**src/rtl/rv32_pkg.sv**
```systemverilog
// Shared types and helpers for the rv32 register file and scoreboard.
// Holds register index / data types and the index range check.
package rv32_pkg;
    localparam int XLEN = 32;
    typedef logic [4:0]      reg_idx_t;
    typedef logic [XLEN-1:0] xlen_t;
    localparam reg_idx_t REG_ZERO = 5'd0;

    function automatic logic idx_ok(input reg_idx_t a, input int n);
        return (a != REG_ZERO) && (32'(a) < n);
    endfunction
endpackage

```
**src/rtl/rv32_mod_scoreboard.sv**
```systemverilog
// Busy tracking for long-latency destinations and issue stall logic.
// Bits for x0 and indices at or above NUM_REGS are never set.
module rv32_mod_scoreboard
    import rv32_pkg::*;
#(
    parameter int NUM_REGS        = 32,
    parameter int MAX_OUTSTANDING = 4
) (
    input  logic       clk,
    input  logic       rst,
    input  reg_idx_t   rs1_addr,
    input  reg_idx_t   rs2_addr,
    input  logic       rs1_used,
    input  logic       rs2_used,
    input  logic       issue_valid,
    input  reg_idx_t   issue_rd,
    input  logic       issue_rd_long,
    input  logic       wb_valid,
    input  reg_idx_t   wb_rd,
    output logic       stall,
    output logic       issue_fire,
    output logic [3:0] outstanding
);
    logic [31:0] busy_q, busy_d;
    logic [3:0]  cnt_q, cnt_d;
    logic [31:0] wb_hit;
    logic [31:0] eff_busy;
    logic        wb_clr;
    logic        full;
    logic        long_ok;
    logic        hazard;
    logic        set_busy;

    // Hazard detection; a writeback in this cycle resolves its register.
    always_comb begin
        wb_hit = '0;
        if (wb_valid && idx_ok(wb_rd, NUM_REGS)) begin
            wb_hit[wb_rd] = 1'b1;
        end
        eff_busy = busy_q & ~wb_hit;
        wb_clr   = |(busy_q & wb_hit);
        full     = (cnt_q == 4'(MAX_OUTSTANDING)) && !wb_clr;
        long_ok  = issue_rd_long && idx_ok(issue_rd, NUM_REGS);
        hazard   = (rs1_used && eff_busy[rs1_addr])
                || (rs2_used && eff_busy[rs2_addr])
                || (long_ok && (eff_busy[issue_rd] || full));
        stall      = issue_valid && hazard;
        issue_fire = issue_valid && !hazard;
        set_busy   = issue_fire && long_ok;
    end

    // Next busy vector and counter; a set on the cleared register wins.
    always_comb begin
        busy_d = busy_q & ~wb_hit;
        if (set_busy) begin
            busy_d[issue_rd] = 1'b1;
        end
        cnt_d = cnt_q;
        unique case ({set_busy, wb_clr})
            2'b10: if (cnt_q != 4'hF) cnt_d = cnt_q + 4'd1;
            2'b01: if (cnt_q != 4'h0) cnt_d = cnt_q - 4'd1;
            default: cnt_d = cnt_q;
        endcase
    end

    // Scoreboard state, always reset.
    always_ff @(posedge clk or posedge rst) begin
        if (rst) begin
            busy_q <= '0;
            cnt_q  <= '0;
        end else begin
            busy_q <= busy_d;
            cnt_q  <= cnt_d;
        end
    end

    assign outstanding = cnt_q;
endmodule

```
**src/rtl/rv32_mod_regfile_sb.sv**
```systemverilog
// Integer register file with writeback bypass and issue scoreboard.
// Define RV32_REGFILE_RESET_EN to clear the data registers on reset.
module rv32_mod_regfile_sb
    import rv32_pkg::*;
#(
    parameter int NUM_REGS        = 32,
    parameter int MAX_OUTSTANDING = 4
) (
    input  logic        clk,
    input  logic        rst,
    input  logic [4:0]  rs1_addr,
    input  logic [4:0]  rs2_addr,
    input  logic        rs1_used,
    input  logic        rs2_used,
    output logic [31:0] read0_data,
    output logic [31:0] read1_data,
    input  logic        issue_valid,
    input  logic [4:0]  issue_rd,
    input  logic        issue_rd_long,
    output logic        stall,
    output logic        issue_fire,
    input  logic        wb_valid,
    input  logic [4:0]  wb_rd,
    input  logic [31:0] wb_data,
    output logic [3:0]  outstanding
);
    xlen_t regs_q [32];
    xlen_t regs_d [32];
    logic  wr_en;

    // Combinational operand reads with same-cycle writeback bypass.
    always_comb begin
        read0_data = '0;
        read1_data = '0;
        if (idx_ok(rs1_addr, NUM_REGS)) begin
            if (wb_valid && wb_rd == rs1_addr) read0_data = wb_data;
            else                               read0_data = regs_q[rs1_addr];
        end
        if (idx_ok(rs2_addr, NUM_REGS)) begin
            if (wb_valid && wb_rd == rs2_addr) read1_data = wb_data;
            else                               read1_data = regs_q[rs2_addr];
        end
    end

    // Next array contents from the single write port.
    always_comb begin
        wr_en  = wb_valid && idx_ok(wb_rd, NUM_REGS);
        regs_d = regs_q;
        if (wr_en) begin
            regs_d[wb_rd] = wb_data;
        end
    end

`ifdef RV32_REGFILE_RESET_EN
    // Data array with asynchronous clear.
    always_ff @(posedge clk or posedge rst) begin
        if (rst) regs_q <= '{default: '0};
        else     regs_q <= regs_d;
    end
`else
    // Data array without reset so it can map to plain flops or LUTRAM.
    always_ff @(posedge clk) begin
        regs_q <= regs_d;
    end
`endif

    rv32_mod_scoreboard #(
        .NUM_REGS        (NUM_REGS),
        .MAX_OUTSTANDING (MAX_OUTSTANDING)
    ) u_sb (
        .clk           (clk),
        .rst           (rst),
        .rs1_addr      (rs1_addr),
        .rs2_addr      (rs2_addr),
        .rs1_used      (rs1_used),
        .rs2_used      (rs2_used),
        .issue_valid   (issue_valid),
        .issue_rd      (issue_rd),
        .issue_rd_long (issue_rd_long),
        .wb_valid      (wb_valid),
        .wb_rd         (wb_rd),
        .stall         (stall),
        .issue_fire    (issue_fire),
        .outstanding   (outstanding)
    );
endmodule
```
**config.mk**
```make
export PLATFORM = sky130hd
export DESIGN_NAME = rv32_mod_regfile_sb
export DESIGN_NICKNAME = d
export VERILOG_FILES = /design/src/rtl/rv32_pkg.sv /design/src/rtl/rv32_mod_scoreboard.sv /design/src/rtl/rv32_mod_regfile_sb.sv
export SDC_FILE = /design/constraint.sdc
export NUM_CORES = 1
export LEC_CHECK = 0
export BUFFER_PORTS_ARGS = -buffer_cell sky130_fd_sc_hd__buf_4
export CAP_MARGIN = 20
export CORE_MARGIN = 2
export CORE_UTILIZATION = 45
export CTS_BUF_LIST = sky130_fd_sc_hd__clkbuf_8
export CTS_CLUSTER_SIZE = 16
export DETAILED_ROUTE_END_ITERATION = 16
export GPL_TIMING_DRIVEN = 0
export PLACE_DENSITY_LB_ADDON = 0.05
export SYNTH_ARGS = -nofsm -noshare
export SYNTH_HDL_FRONTEND = slang
export SYNTH_SLANG_ARGS = --single-unit
```
**constraint.sdc**
```tcl
create_clock -name clk -period 7.9 [get_ports clk]
set_input_delay 0.79 -clock clk [delete_from_list [all_inputs] [get_ports clk]]
set_output_delay 0.79 -clock clk [all_outputs]
set_load 0.1 [all_outputs]
```
==> results by group <==
GRT
  • Initial antenna violation count: 2
  • Vias in the first global route: 32200
  • Gr usage total: 30.49%
  • First-pass GRT wire length: 244.5 mm
  • Overflow after GRT: 0
  • Largest net degree at the start of global routing: 37

Clock network
  • Post-CTS Setup Inserts: 0
  • Hold Buf Count CTS: 0
  • Clk sink count: 1060
  • Clock root cell: clkbuf_8
  • Clock Tree Buf Depth: 3
  • Post-CTS sizing: 0
  • Worst-skew pair later-pin latency: 0.85 ns
  • CTS clk-pin slew, worst paths: 0.06 ns
  • H-tree levels: 4
  • CTS tree: built
  • CTS buffer count: 179

Pwr
  • Switch Pwr: 3.693 mW
  • LEAKAGE: 18.94 nW
  • Maximum VDD drop: 0.1390 mV
  • Internal power: 9.150 mW
  • Switch share: 28.75%
  • Power after layout: 12.84 mW
  • Flop pwr share: 49.6%
  • Combinational share of power: 15.5%
  • PwrDens: 217.7 mW/mm^2
  • Clock power share: 34.9%

Synthesis
  • Ys Warns: 0
  • Distinct cell type count after synthesis: 71
  • Predominant post-synthesis flop cell: edfxtp_1
  • Async set-reset flop share out of synthesis: 3.396%
  • Mapped Cells: 2550
  • Synth Register Bits: 1060
  • Post-synth EDFFs: 1024
  • Syn Area/Cell: 20.08 sq um
  • Seq/Total Area, Yosys: 61.82%
  • Synth Cell Area: 0.05120 sq mm

Route
  • Total Wirelength: 176.2 mm
  • DRT Pass-1 Iters: 7
  • DR DRC count: 0
  • Via density per instance: 6.750
  • Total number of vias: 31000
  • Antenna-violating nets left: 0
  • First-iteration detailed-routing DRC count: 3961
  • Routed len/inst: 38.36 um

Setup path
  • Crit Reg-Reg Startpoint: u_sb.busy_q[25]
  • Worst Setup Start Kind: primary input
  • Req. time, crit path: 7.11 ns
  • CP endpoint kind: output port
  • Critical path cell sequence: clkbuf_1 > clkbuf_1 > buf_1 > xor2_1 > nor4_1 > nand3_1 > clkbuf_1 > nor2_1 > a211oi_1 > buf_4
  • CP Class: in2out
  • Register-to-Register Path Depth: 15
  • Delay-heaviest family, CP: buffers and inverters
  • Arr. time, crit path: 5.60 ns
  • CP Depth: 10
  • WP buf/inv: 5
  • Crit-path slowest cell: clkbuf_1
  • Reg-to-Reg End: u_sb.outstanding[3]
  • R2r setup slk: 3.81 ns
  • CP max FO: 10
  • CP peak stage delay: 0.88 ns
  • Most used cell, CP: clkbuf_1

Die
  • Core area: 0.1127 sq mm
  • Die ar.: 0.1165 sq mm
  • Row cnt: 123
  • Die Y: 341.3 um
  • I/O Pins: 129
  • Die X: 341.3 um
  • Initial Util: 45.45%

Timing
  • RSZ-0062 raised after global routing: false
  • Tmin final: 6.395 ns
  • # setup viols final: 0
  • Hold_ws: 0.1229 ns
  • Max Clock Skew: 0.01585 ns
  • Final Hold Fails: 0
  • Tcrit/Tclk final: 80.94%
  • Max Slew Vio Count: 0
  • Rel. slew slack: 16.44%
  • Peak Freq: 0.1564 GHz
  • Worst-Margin Slew: 1.253 ns
  • Final WS setup: 1.505 ns

Final layout
  • Layout area overhead: 15.24%
  • Layout cells sized above 1: 38.10%
  • Non-Filler Instances: 4593
  • Storage element area: 0.03165 sq mm
  • Multi-input logic area: 0.01887 sq mm
  • Fillers: 9034
  • Nets: 3023

Worst hold path
  • Hold Crit Class: in2async

Placed design
  • GPL Wtd Cong: 0.9004
  • Dpl hpwl: 123.2 mm
  • I/O Buffers: 119
  • Inst Count DP: 4271
  • Setup WS pre-CTS: 1.666 ns

Run
  • MaxCap Viol Count: 0

Status
  • Status: finished clean
-- metrics by stage --
| step | cell area, sq um | setup TNS, ns | util (%) |
|---|---|---|---|
| 6_report | 59000 | 0 | 52.37 |
| 5_1_grt | 59000 | 0 | 52.37 |
| 4_1_cts | 58910 | 0 | 52.29 |
| 3_5_place_dp | 55770 | 0 | 49.51 |
| 3_3_place_gp | 54080 | -14.01 | 48.01 |
| 2_1_floorplan | 51310 | 0 | - |
-- sequential cells by signal, summed over array words and instances, names as in the netlist --
name and flops:
u_sb.outstanding 4, u_sb.busy_q 32, regs_q 1024
-- kinds of logic (layout without fill, tap and decap cells) --
kind of cell | Yosys count | after routing | share of synthesized area, %
muxes | 733 | 733 | 30.01
buffers and inverters | 241 | 752 | 2.004
xor gates and xnor gates | 17 | 17 | 0.2908
adders and majority gates | 5 | 5 | 0.1369
DFF | 1060 | 1060 | 61.82
AOI/OAI and AO/OA | 224 | 224 | 3.138
other | 1 | 33 | 0.007325
and+or+nand+nor | 269 | 269 | 2.586
-- metal layers --
layer	share of wire [%]	track usage [%]	routed length, um
met1	39	40.61	68170
met2	50	51.00	88650
met3	7.6	5.144	13430
met4	3.4	10.91	5912
met5	0	0	0
-- worst max-delay path by stage --
stage,from,to,slack [ns]
after global placement,wb_rd[1],u_sb.outstanding[3],-1.55
after floorplan,wb_rd[0],issue_fire,1.04
after CTS,rs1_addr[1],read0_data[22],1.66
after global routing,rs1_addr[1],read0_data[17],1.58
after detailed placement,rs1_addr[1],read0_data[22],1.67
final,rs1_addr[1],read0_data[21],1.51
-- layout by cell type, fill, tap and decap left out, drive strengths merged, types with 4 or more instances in the layout --
cell type / Yosys / final
inv: 19 / 82
a21oi: 8 / 8
mux2i: 85 / 85
nand4b: 5 / 5
a221oi: 4 / 4
a211oi: 66 / 66
nand2: 32 / 32
nor2: 117 / 117
or3: 7 / 7
a311oi: 5 / 5
nand2b: 8 / 8
nand3: 29 / 29
buf: 86 / 282
dfrtp: 36 / 36
o31ai: 22 / 22
xnor2: 7 / 7
conb: 1 / 32
and3: 7 / 7
nand4: 6 / 6
nor4: 7 / 7
o211ai: 23 / 23
a2111oi: 4 / 4
clkinv: 0 / 60
clkbuf: 136 / 322
xor2: 10 / 10
edfxtp: 1024 / 1024
nor3: 24 / 24
clkinvlp: 0 / 5
ha: 4 / 4
o2111ai: 11 / 11
o311ai: 5 / 5
o21ai: 48 / 48
mux4: 641 / 641
mux2: 7 / 7
-- cells in the mapped netlist (3+ instances only) --
library cell | instances | area [sq um]
edfxtp_1 | 1024 | 30750
mux4_2 | 641 | 14440
clkbuf_1 | 136 | 510.5
nor2_1 | 117 | 439.2
mux2i_1 | 85 | 850.8
a211oi_1 | 66 | 495.5
buf_2 | 61 | 305.3
o21ai_0 | 44 | 220.2
dfrtp_1 | 36 | 900.9
nand2_1 | 32 | 120.1
nand3_1 | 29 | 145.1
nor3_1 | 24 | 120.1
o211ai_1 | 23 | 172.7
o31ai_1 | 22 | 165.2
buf_1 | 19 | 71.32
inv_1 | 16 | 60.06
o2111ai_1 | 11 | 96.34
xor2_1 | 10 | 87.58
a21oi_1 | 8 | 40.04
nand2b_1 | 8 | 50.05
and3_1 | 7 | 43.79
mux2_2 | 7 | 78.83
nor4_1 | 7 | 43.79
or3_1 | 7 | 43.79
xnor2_1 | 7 | 61.31
nand4_1 | 6 | 37.54
a311oi_1 | 5 | 43.79
a2111oi_0 | 4 | 35.03
buf_6 | 4 | 45.04
ha_1 | 4 | 50.05
nand4b_1 | 4 | 35.03
o21ai_1 | 4 | 20.02
a221oi_1 | 3 | 26.28
a22oi_1 | 3 | 22.52
a31oi_1 | 3 | 18.77
and4_1 | 3 | 26.28
and4b_1 | 3 | 30.03
inv_2 | 3 | 11.26
nand4bb_1 | 3 | 33.78
nor2b_1 | 3 | 18.77
nor3b_1 | 3 | 22.52
o2111a_1 | 3 | 33.78
o22ai_1 | 3 | 18.77
o311ai_1 | 3 | 26.28
-- power groups by stage --
stage / Clock [mW] / Sequential, mW / Combinational (mW)
after CTS: 4.55 / 6.37 / 1.99
after floorplan: 0 / 6.52 / 1.24
after detailed placement: 0 / 6.48 / 1.98
after global routing: 4.79 / 6.38 / 2.07
final: 4.48 / 6.37 / 1.99
after global placement: 0 / 6.48 / 1.92
-- worst reg2reg max path: cells and delay by family, from the launching register on --
kind / cells / cell delay, ns
flops: 1 / 0.45
buf+inv: 1 / 0.15
simple gates: 2 / 0.37
fa+ha+maj: 2 / 0.55
mux: 1 / 0.30
compound gates: 7 / 1.85
xor+xnor: 2 / 0.27
-- final cells by class --
type	count	share of cell area [%]
antenna	1	0.004242
buffer	222	1.622
clock buffer	185	4.316
clock inverter	129	1.001
inverter	19	0.1209
multi-input combinational	1280	31.99
sequential	1060	53.65
tap	1500	3.181
timing repair buffer	197	4.116
Power figures use the tool's default switching activity.
